<file path="config.mk">
export PLATFORM = sky130hd
export DESIGN_NAME = mux_arb_nto1
export DESIGN_NICKNAME = d
export VERILOG_FILES = /design/src/rtl/mux_arb_nto1.sv
export SDC_FILE = /design/constraint.sdc
export NUM_CORES = 1
export LEC_CHECK = 0
export ABC_CLOCK_PERIOD_IN_PS = 3600
export BUFFER_PORTS_ARGS = -buffer_cell sky130_fd_sc_hd__buf_2
export CAP_MARGIN = 10
export CELL_PAD_IN_SITES_DETAIL_PLACEMENT = 1
export CELL_PAD_IN_SITES_GLOBAL_PLACEMENT = 2
export CORE_ASPECT_RATIO = 1.2
export CORE_MARGIN = 2
export CORE_UTILIZATION = 27
export DETAILED_ROUTE_END_ITERATION = 6
export GPL_ROUTABILITY_DRIVEN = 0
export PLACE_DENSITY_LB_ADDON = 0.12
export REMOVE_ABC_BUFFERS = 1
export SYNTH_ARGS = -nofsm -noshare
export SYNTH_HDL_FRONTEND = slang
export SYNTH_SLANG_ARGS = --single-unit
export TNS_END_PERCENT = 10
</file>
<file path="constraint.sdc">
create_clock -name clk -period 3.6 [get_ports clk]
set_clock_uncertainty 0.1 [all_clocks]
set_input_delay 0.54 -clock clk [delete_from_list [all_inputs] [get_ports clk]]
set_output_delay 0.54 -clock clk [all_outputs]
set_load 0.02 [all_outputs]
</file>
<file path="src/rtl/mux_arb_nto1.sv">
// N-to-1 registered mux/arbiter (fixed select or round-robin). One-cycle latency.
// The output word is held while downstream is not ready; a new word loads whenever the slot is empty or draining.
module mux_arb_nto1 #(
   parameter int N    = 8,
   parameter int W    = 1,
   parameter int MODE = 0,
   localparam int SW  = (N > 1) ? $clog2(N) : 1
) (
   input  logic            clk,
   input  logic            rst,
   input  logic [N*W-1:0]  i,
   input  logic [N-1:0]    v,
   input  logic [SW-1:0]   s,
   input  logic            rdy,
   output logic [W-1:0]    y,
   output logic            yv,
   output logic [N-1:0]    ack,
   output logic [SW-1:0]   g
);

   logic [W-1:0]  y_q,   y_d;
   logic          yv_q,  yv_d;
   logic [N-1:0]  ack_q, ack_d;
   logic [SW-1:0] g_q,   g_d;
   logic [SW-1:0] ptr_q, ptr_d;

   logic          cand_vld;
   logic [SW-1:0] cand_idx;
   logic [SW-1:0] scan_idx;
   logic [W-1:0]  cand_dat;
   logic          load;

   // Round-robin scan starts just past the last grant and wraps through it.
   always_comb begin
      cand_vld = 1'b0;
      cand_idx = '0;
      scan_idx = '0;
      if (MODE == 0) begin
         cand_vld = v[s];
         cand_idx = s;
      end else begin
         for (int off = 1; off <= N; off++) begin
            scan_idx = ptr_q + SW'(off);
            if (!cand_vld && v[scan_idx]) begin
               cand_vld = 1'b1;
               cand_idx = scan_idx;
            end
         end
      end
   end

   assign cand_dat = i[cand_idx*W +: W];
   assign load     = cand_vld && (!yv_q || rdy);

   always_comb begin
      y_d   = y_q;
      yv_d  = yv_q;
      g_d   = g_q;
      ptr_d = ptr_q;
      ack_d = '0;
      if (load) begin
         y_d             = cand_dat;
         yv_d            = 1'b1;
         g_d             = cand_idx;
         ptr_d           = cand_idx;
         ack_d[cand_idx] = 1'b1;
      end else if (rdy) begin
         yv_d = 1'b0;
      end
   end

   always_ff @(posedge clk or posedge rst) begin
      if (rst) begin
         y_q   <= '0;
         yv_q  <= 1'b0;
         ack_q <= '0;
         g_q   <= '0;
         ptr_q <= SW'(N - 1);
      end else begin
         y_q   <= y_d;
         yv_q  <= yv_d;
         ack_q <= ack_d;
         g_q   <= g_d;
         ptr_q <= ptr_d;
      end
   end

   assign y   = y_q;
   assign yv  = yv_q;
   assign ack = ack_q;
   assign g   = g_q;

endmodule
</file>
=== Word-level counts from Yosys, hierarchy flattened ===
Cells that the tools add are included.

* Output and inout port bits: 13
* Word-level logic and storage cells: 19
* Bits in registers: 13
* Input bits: 22

* Order comparisons: 2
* Multiplexer cells: 7
* Reductions and logical operators: 5
* Shift-type cells: 1

{| class="wikitable"
|+ Operators by type and width
! operator !! number
|-
| $mux 8 || 1
|-
| $shiftx 8x4->1 || 1
|-
| $lt 3x4->1 const B || 1
|-
| $mux 1 || 4
|-
| $bmux 1 s3 || 1
|-
| $demux 1 s3 || 1
|-
| $ge 3x1->1 const B || 1
|-
| $logic_and 1x1->1 || 2
|-
| $reduce_bool 2->1 || 1
|-
| $logic_not 1->1 || 1
|-
| $logic_or 1x1->1 || 1
|}

=== Logic depth before layout (Yosys ltp) ===
* Depth after elaboration: 5
* Gate-level depth with buffers: 6
* Gate-level depth less buffers: 4

=== Worst setup path before layout ===
No wires, ideal clock.

* Path kind: input to register
* From: input port s[2]
* To: register g_q[0], in the netlist g[0]
* Library setup time: 0.128 ns
* Buffers on the path: 2
* Arrival time: 1.755 ns
* Stages on the path: 6
* Required time: 3.372 ns
* Path slack: 1.618 ns
* Path through: clkbuf_2 > nand2b_1 > nor2_1 > o41ai_4 > buf_6 > mux2_1

* Word-level cells in the longest chain between the ends: 3

{| class="wikitable"
|+ Ends and longest elaborated chain
! element !! RTL line !! RTL
|-
| from (decl) || 13 || <nowiki>input logic [SW-1:0] s,</nowiki>
|-
| $bmux 1 s3 || 39 || <nowiki>cand_vld = v[s];</nowiki>
|-
| $mux 1 (not written as such) || 39 ||
|-
| $logic_and 1x1->1 || 53 || <nowiki>assign load = cand_vld && (!yv_q || rdy);</nowiki>
|-
| to (signal assigned) || 83 || <nowiki>g_q <= g_d;</nowiki>
|-
| to (decl) || 24 || <nowiki>logic [SW-1:0] g_q, g_d;</nowiki>
|}

No other way between the ends. The select of a mux whose other input is x is not followed.
A chain may end at the register's enable or synchronous reset.

=== Final worst setup path ===
* From: input port s[0]
* To: register y_q, in the netlist y

* Word-level cells in the longest chain between the ends: 3
* Elaborated cells between the ends (all ways): 4
* Those cells by class: shift: 1; mux: 2; reduce/logical: 1

{| class="wikitable"
|+ Ends and longest elaborated chain
! element !! RTL line !! RTL
|-
| $bmux 1 s3 || 39 ||
|-
| $mux 1 (not written as such) || 39 ||
|-
| $logic_and 1x1->1 || 53 ||
|-
| to (signal assigned) || 80 || <nowiki>y_q <= y_d;</nowiki>
|-
| to (decl) || 21 || <nowiki>logic [W-1:0] y_q, y_d;</nowiki>
|}

Parallel ways exist; a longest one is shown, timed or not. The select of a mux whose other input is x is not followed.

==> results.cfg <==
[cells_and_area]
stdcell_count = 114
layout_commonest_cell = buf_2
fill_cells = 281
final_cell_mix = 34 x buf_2, 13 x dfrtp_1, 7 x nor3_1, 4 x mux2i_1
multiInputGateArea_sq_um = 267.8
nets = 106
regArea_sq_um = 325.3
area_delta_synth_final_pct = 32.02
drive_gt1_share_pct = 48.19
antennaDiodeCount = 0
fin_util_pct = 37.01

[sta]
rsz0062_at_grt = false
relSlewSlack_pct = 55.19
slew_viol_final = 0
hold_viol = 0
max_freq_ghz = 0.4701
worst_pin_slew_ps = 669.9
layout_setup_ws_ps = 1473
period_share_pct = 59.10
setup_viol = 0
setup_tns_ps = 0
fin_crit_ps = 2127

[power_and_ir_drop]
power_density_nw_per_um2 = 421.2
power_mw = 0.3520
peakVddDrop_mv = 0.1397
leakagePower_nw = 0.4382

[clock_tree]
hold_buffers = 0
cts_buffer_depth = 2
clkTransAtPathRegs_ps = 80
h-tree-depth = 1
cts_buffers = 3
clk_latency_ps = 270
clkSinkCount = 13
cts_tree = yes
ctsResizeCount = 0
ctsRootBufferMaster = clkbuf_4
cts_setup_buffers = 0

[route]
route.met2.wl_um = 613
topRoutingLayerUsed = met4
viasPerCell = 4.395
dr.pass1.iters = 2
drt-wirelength-per-cell_um = 11.71
wl_met3_um = 123
m1WireLength_um = 580
vias = 501
antenna_left = 0
drc = 0
drt_iter0_markers = 2
routed_wl_um = 1335

[worst_setup_path]
cp_max_fo = 12
slowest_stage = o41ai_4
endpoint_kind = flop
worstPathArrival_ps = 2190
crit_required_ps = 3670
cpLargestDelayFamily = compound AO/OA/AOI/OAI gates
critical_path.startpoint_type = input pin
startpoint = s[0]
reg2reg_from = yv
cp_num_buf_inv = 1
critical-path-max-stage-delay_ps = 690
timing_worst_setup_path_type = input pin to flop
path_cells = buf_2, mux2i_1, nor2_1, o41ai_4, mux2_2

[grt]
grt_max_degree = 14
grt_pass1_vias = 502
grt_pass1_wl_um = 2159
antenna_found_initial = 0
grt-ovfl-total = 0
grt_util_all_layers_pct = 11.02

[synth]
yosysWarnings = 0
ys_seq_area_share_pct = 51.38
syn_avg_cell_area_sq_um = 12.92
syn_area_sq_um = 633.1
ys_ff_latch = 13
synth.distinct_cells = 15
syn_inst = 49

[floorplan]
rows = 19
die-area_sq_um = 2750
die_h_um = 57.05
die_width_um = 48.21
ios = 35
start_util_pct = 28.03
core_sq_um = 2258

[hold_path]
hold_path_class = input pin to async pin

[placed_design]
io_buffers = 34
dpl.hpwl_um = 1083
dpl.cell_count = 110
dp_slack_ps = 1140

[run_status]
outcome = completed

[run]
drv_cap = 0
==> path summary, 6_finish.rpt <==
| path | to | slack (ps) | depth (start not counted) |
|---|---|---|---|
| min | g[1] | 170 | 2 |
| max reg2reg | g[2] | 2360 | 3 |
| max | y | 1470 | 5 |
| max in group asynchronous | yv | 2890 | 2 |
| min reg2reg | g[2] | 400 | 1 |
| min in group clk | g[2] | 400 | 1 |
==> metal layers <==
layer	vias to the layer above	track usage [%]
met5	-	0
met4	0	4.633
met3	2	3.165
met2	28	16.17
met1	228	14.83
li1	243	-
==> final cells by class <==
class	count	share of cell area, %
sequential	13	38.92
multi-input combinational	30	32.04
timing repair buffer	34	20.36
tap	31	4.641
clock buffer	4	3.144
inverter	2	0.8982
==> synthesized netlist by cell type, drive strengths merged <==
master	n	area (sq um)
mux4	2	52.55
o41ai	1	27.53
inv	2	7.510
mux2	5	56.30
nand2b	3	18.77
nor3	7	35.03
mux2i	4	40.04
dfrtp	13	325.3
clkbuf	1	5.000
nand2	2	7.510
nor4	3	18.77
nor2	3	11.26
buf	3	27.52
==> registers in the layout (all words and copies together) (netlist names) <==
| register | flops |
|---|---|
| y | 1 |
| ack | 8 |
| yv | 1 |
| g | 3 |
==> worst register-to-register path, cell delays in order, from the launching register on <==
cell,delay [ps]
dfrtp_1,380
nand2b_1,130
o41ai_4,170
mux2_1,350
==> where the power goes <==
group / total, mW / internal, mW / leakage, nW / switching, mW
Combinational: 0.0939 / 0.0402 / 0.255 / 0.0537
Clock: 0.0883 / 0.0429 / 0.0150 / 0.0454
Sequential: 0.170 / 0.162 / 0.169 / 0.00741
==> through the flow <==
step / area [sq um] / hold WS (ps)
3_3_place_gp: 809.5 / 383.6
4_1_cts: 835.8 / 185.4
3_5_place_dp: 809.5 / 386.1
6_report: 835.8 / 169.8
2_1_floorplan: 600.6 / 317.0
5_1_grt: 835.8 / 217.0
==> kinds of logic after synthesis <==
group,synth area share [%]
simple gates,14.43
compound gates,4.348
mux,23.52
flops,51.38
buf+inv,6.323
(Power assumes the default switching activity.)
